===== src/rtl/adc_accum_sequencer.sv =====
// Burst sequencer for a daisy-chain of 18-bit ADCs: triggers num_samples+1
// conversions, accumulates each channel, then streams the per-channel sums out.
//
// state | meaning
// IDLE  | waiting for start
// TRIG  | one-cycle conversion request to the ADC controller
// WAIT  | waiting for the conversion word (adc_ready), no timeout
// ACK   | one-cycle release of the ADC controller
// OUT   | presenting acc[ch] until the last channel is accepted
module adc_accum_sequencer #(
  parameter int NUM_ADC = 3,
  parameter int ACC_W   = 26
) (
  input  logic                   clk,
  input  logic                   rst,
  input  logic                   start,
  input  logic [7:0]             num_samples,
  output logic                   adc_trigger,
  input  logic                   adc_ready,
  input  logic [18*NUM_ADC-1:0]  adc_dout,
  output logic                   adc_ack,
  output logic                   out_valid,
  input  logic                   out_ready,
  output logic [ACC_W-1:0]       out_data,
  output logic [7:0]             out_chan,
  output logic                   busy,
  output logic                   done
);

  localparam int CH_W = (NUM_ADC > 1) ? $clog2(NUM_ADC) : 1;

  typedef enum logic [2:0] {IDLE, TRIG, WAIT, ACK, OUT} state_t;

  state_t          state;
  logic [ACC_W-1:0] acc [NUM_ADC];
  logic [8:0]      sample_cnt;
  logic [7:0]      num_lat;
  logic [CH_W-1:0] ch;
  logic [CH_W-1:0] ch_nxt;
  logic            last_sample;
  logic            last_ch;

  assign ch_nxt      = ch + CH_W'(1);
  assign last_sample = (sample_cnt == ({1'b0, num_lat} + 9'd1));
  assign last_ch     = (ch == CH_W'(NUM_ADC - 1));

  always_ff @(posedge clk or posedge rst) begin
    if (rst) begin
      state       <= IDLE;
      adc_trigger <= 1'b0;
      adc_ack     <= 1'b0;
      out_valid   <= 1'b0;
      busy        <= 1'b0;
      done        <= 1'b0;
      out_data    <= '0;
      out_chan    <= '0;
      sample_cnt  <= '0;
      num_lat     <= '0;
      ch          <= '0;
      for (int k = 0; k < NUM_ADC; k++) acc[k] <= '0;
    end else begin
      done <= 1'b0;
      case (state)
        IDLE: begin
          if (start) begin
            for (int k = 0; k < NUM_ADC; k++) acc[k] <= '0;
            sample_cnt  <= '0;
            num_lat     <= num_samples;
            ch          <= '0;
            busy        <= 1'b1;
            adc_trigger <= 1'b1;
            state       <= TRIG;
          end
        end
        TRIG: begin
          adc_trigger <= 1'b0;
          state       <= WAIT;
        end
        WAIT: begin
          // Leaving WAIT immediately guarantees a held word is summed once.
          if (adc_ready) begin
            for (int k = 0; k < NUM_ADC; k++)
              acc[k] <= acc[k] + ACC_W'(adc_dout[18*k +: 18]);
            sample_cnt <= sample_cnt + 9'd1;
            adc_ack    <= 1'b1;
            state      <= ACK;
          end
        end
        ACK: begin
          adc_ack <= 1'b0;
          if (last_sample) begin
            out_valid <= 1'b1;
            out_data  <= acc[0];
            out_chan  <= '0;
            ch        <= '0;
            state     <= OUT;
          end else begin
            adc_trigger <= 1'b1;
            state       <= TRIG;
          end
        end
        OUT: begin
          if (out_ready) begin
            if (last_ch) begin
              out_valid <= 1'b0;
              busy      <= 1'b0;
              done      <= 1'b1;
              state     <= IDLE;
            end else begin
              ch       <= ch_nxt;
              out_data <= acc[ch_nxt];
              out_chan <= 8'(ch_nxt);
            end
          end
        end
        default: state <= IDLE;
      endcase
    end
  end

endmodule


===== config.mk =====
export PLATFORM = sky130hd
export DESIGN_NAME = adc_accum_sequencer
export DESIGN_NICKNAME = d
export VERILOG_FILES = /design/src/rtl/adc_accum_sequencer.sv
export SDC_FILE = /design/constraint.sdc
export NUM_CORES = 1
export LEC_CHECK = 0
export BUFFER_PORTS_ARGS = -buffer_cell sky130_fd_sc_hd__buf_2
export CAP_MARGIN = 20
export CELL_PAD_IN_SITES_DETAIL_PLACEMENT = 0
export CELL_PAD_IN_SITES_GLOBAL_PLACEMENT = 1
export CORE_MARGIN = 2
export CORE_UTILIZATION = 45
export DETAILED_ROUTE_END_ITERATION = 7
export PLACE_DENSITY = 0.86
export SLEW_MARGIN = 20
export SYNTH_ARGS = -nofsm -noshare
export SYNTH_HDL_FRONTEND = slang
export SYNTH_SLANG_ARGS = --single-unit

===== constraint.sdc =====
create_clock -name clk -period 7.4 [get_ports clk]
set_input_delay 1.11 -clock clk [delete_from_list [all_inputs] [get_ports clk]]
set_output_delay 1.11 -clock clk [all_outputs]
set_load 0.01 [all_outputs]

==> results.toml <==
[route]
drtAntennaViolNets = 0
drt_iter0_drc = 452
vias = 7675
routed_via_density = 5.61
drt-pass1-iter-count = 5
wirelength_um = 23900
route.detailed.wl_per_inst_um = 17.5
drcViolationCount = 0

[grt]
grt_pass1_vias = 7498
antenna_found_initial = 1
grt_pass1_wl_um = 39300
grt_max_degree = 75
grt_usage_pct = 23.0
grt_overflow = 0

[status]
status = "finished clean"

[floorplanning]
core-area_sq_um = 19500
dieArea_sq_um = 21100
die_h_um = 145
start_util_pct = 46.0
fp.dieW_um = 145
num_io_pins = 106
fp-row-count = 51

[clocking]
cts_tree = "built"
cts_sinks = 133
htreeDepth = 4
cts_made_buffers = 17
cts.clk_slew.worst_paths_ns = 0.06
ctsResizeCount = 0
cts_setup_buffers = 0
insertion_delay_ns = 0.42
cts-root-buf = "clkbuf_16"
clockBufferDepth = 2
holdBufCountCts = 0

[sta]
final.setup_skew_ns = 0.00660
min_period_ns = 3.18
setup_violations = 0
rsz0062_at_grt = "no"
hold_viol = 0
finalCritPeriodShare_pct = 42.9
slew_violations = 0
setup_tns_ns = 0
fmax_mhz = 315
timing.hold.ws_ns = 0.504
slew_headroom_pct = 26.9
max_slew.worst_pin.slew_ns = 1.09

[pwr]
cellPowerDensity_nw_per_um2 = 345
p_leak_uw = 0.00469
peakVddDrop_mv = 0.140

[cells_and_area]
final_cell_mix = "146 x nand2_1, 133 x dfrtp_1, 126 x o21ai_0, 99 x buf_2, 62 x a21oi_1"
insertedDiodeCount = 0
syn_to_final_growth_pct = 13.5
nets = 1218
final_common_cell = "nand2_1"
final_cells = 1368
drive_gt1_share_pct = 16.3

[placement]
port-buffer-count = 99
dpl.hpwl_um = 17200
dp_cells = 1337
place.gp.congestion = 0.857

[synth]
syn_inst = 1012
ys.flop_type = "dfrtp_1"
ys_ff_latch = 133
avgSynthCellArea_sq_um = 8.87
synth-edff-count = 0
yosysSeqAreaShare_pct = 37.1
syn_area_sq_um = 8970
ys_warn_count = 0
synth_cell_types = 65
async_flop_share_pct = 100

[setup_path]
critPathLaunchType = "input port"
crit_type = "input port to register"
critPathArrivalTime_ns = 3.54
crit_required_ns = 7.76
endpoint_kind = "register"
worstPathMaxFanout = 6

[job]
drv_cap = 0

[worst_hold_path]
min_path_type = "register to register"
[cells by family (layout without fill, tap and decap cells)]
kind of cell	count (synthesis)	in the layout	synth area share, %
xor gates and xnor gates	51	51	4.98
adders and majority gates	60	60	8.62
and+or+nand+nor	322	322	17.0
buffers and inverters	77	163	4.04
other	1	6	0.0418
muxes	39	39	5.47
DFF	133	133	37.1
AOI/OAI and AO/OA	329	329	22.8
[routing by layer]
layer	GRT usage [%]	routed length (um)	vias up
met1	31.5	11300	3619
met5	0	12	-
met4	6.62	464	2
met3	3.71	985	31
met2	37.7	11200	186
li1	-	-	3837
[per-stage QoR]
| step | power, uW | util (%) | worst slack, ns | cell area [sq um] |
|---|---|---|---|---|
| after floorplan | 2280 | - | 2.74 | 8990 |
| after global placement | 2680 | 49.3 | 3.87 | 9620 |
| after detailed placement | 2710 | 49.3 | 3.82 | 9620 |
| after CTS | 3530 | 52.2 | 4.25 | 10200 |
| after global routing | 3800 | 52.2 | 4.00 | 10200 |
| final | 3520 | 52.2 | 4.22 | 10200 |
[critical path: stages]
cell       delay [ns]
buf_2            0.12
ha_1             0.27
a21o_1           0.13
nand4_1          0.14
a2111oi_0        0.60
nor2_1           0.20
o31a_1           0.41
or4_1            0.48
nand3_1          0.09
[final cells by class]
cell class / count / area, sq um
clock inverter: 8 / 75.1
clock buffer: 23 / 488
multi-input combinational: 807 / 5310
inverter: 25 / 98.8
tap: 265 / 332
fill: 1877 / 9340
timing repair buffer: 107 / 556
sequential: 133 / 3330
[Yosys cell counts, drive strengths merged, types with 2 or more instances]
| cell | number | area share, % |
|---|---|---|
| and2 | 7 | 0.49 |
| a221oi | 2 | 0.20 |
| nor2b | 8 | 0.56 |
| inv | 25 | 1.0 |
| nand4 | 11 | 0.77 |
| or4 | 6 | 0.54 |
| or2 | 5 | 0.35 |
| nor3 | 18 | 1.1 |
| o31ai | 8 | 0.67 |
| dfrtp | 133 | 37 |
| fa | 3 | 0.67 |
| and3 | 4 | 0.28 |
| o211ai | 10 | 0.84 |
| a21oi | 62 | 3.5 |
| nand2 | 146 | 6.1 |
| or3 | 15 | 1.0 |
| xor2 | 25 | 2.4 |
| mux2i | 13 | 1.5 |
| xnor2 | 26 | 2.5 |
| o21a | 4 | 0.33 |
| o21bai | 8 | 0.79 |
| nand3b | 2 | 0.17 |
| a21boi | 2 | 0.17 |
| buf | 14 | 1.4 |
| a32o | 2 | 0.22 |
| a22oi | 28 | 2.3 |
| o21ai | 128 | 7.1 |
| a311oi | 2 | 0.20 |
| a211oi | 15 | 1.3 |
| mux2 | 26 | 4.0 |
| a2111oi | 4 | 0.39 |
| a22o | 8 | 0.78 |
| nor4 | 2 | 0.14 |
| o22ai | 3 | 0.21 |
| a211o | 2 | 0.20 |
| a21o | 23 | 1.9 |
| a31oi | 8 | 0.63 |
| ha | 57 | 7.9 |
| nor3b | 6 | 0.50 |
| clkbuf | 38 | 1.6 |
| o31a | 3 | 0.29 |
| a31o | 2 | 0.20 |
| nor2 | 46 | 1.9 |
| nand2b | 14 | 0.98 |
| nand3 | 29 | 1.7 |
[flip-flops by register name, summed over array words and instances, names as in the netlist]
register,cells
done,1
out_chan,2
adc_trigger,1
state,3
adc_ack,1
num_lat,8
acc,78
ch,2
out_data,26
sample_cnt,9
busy,1
out_valid,1
[report_power, final]
group	internal, uW	switching (uW)
combinational	648	908
clock	494	316
sequential	922	229
total	2060	1450
[worst paths after layout]
path | startpoint | endpoint | slack [ns] | cells past startpoint
min reg2reg | ch[1] | ch[1] | 0.50 | 1
max | adc_dout[19] | acc[43] | 4.22 | 9
min | ch[1] | ch[1] | 0.50 | 1
min in group asynchronous | rst | acc[43] | 0.76 | 2
max reg2reg | num_lat[0] | out_data[14] | 4.27 | 8
max in group asynchronous | rst | acc[56] | 5.25 | 3
(Power assumes the default switching activity.)
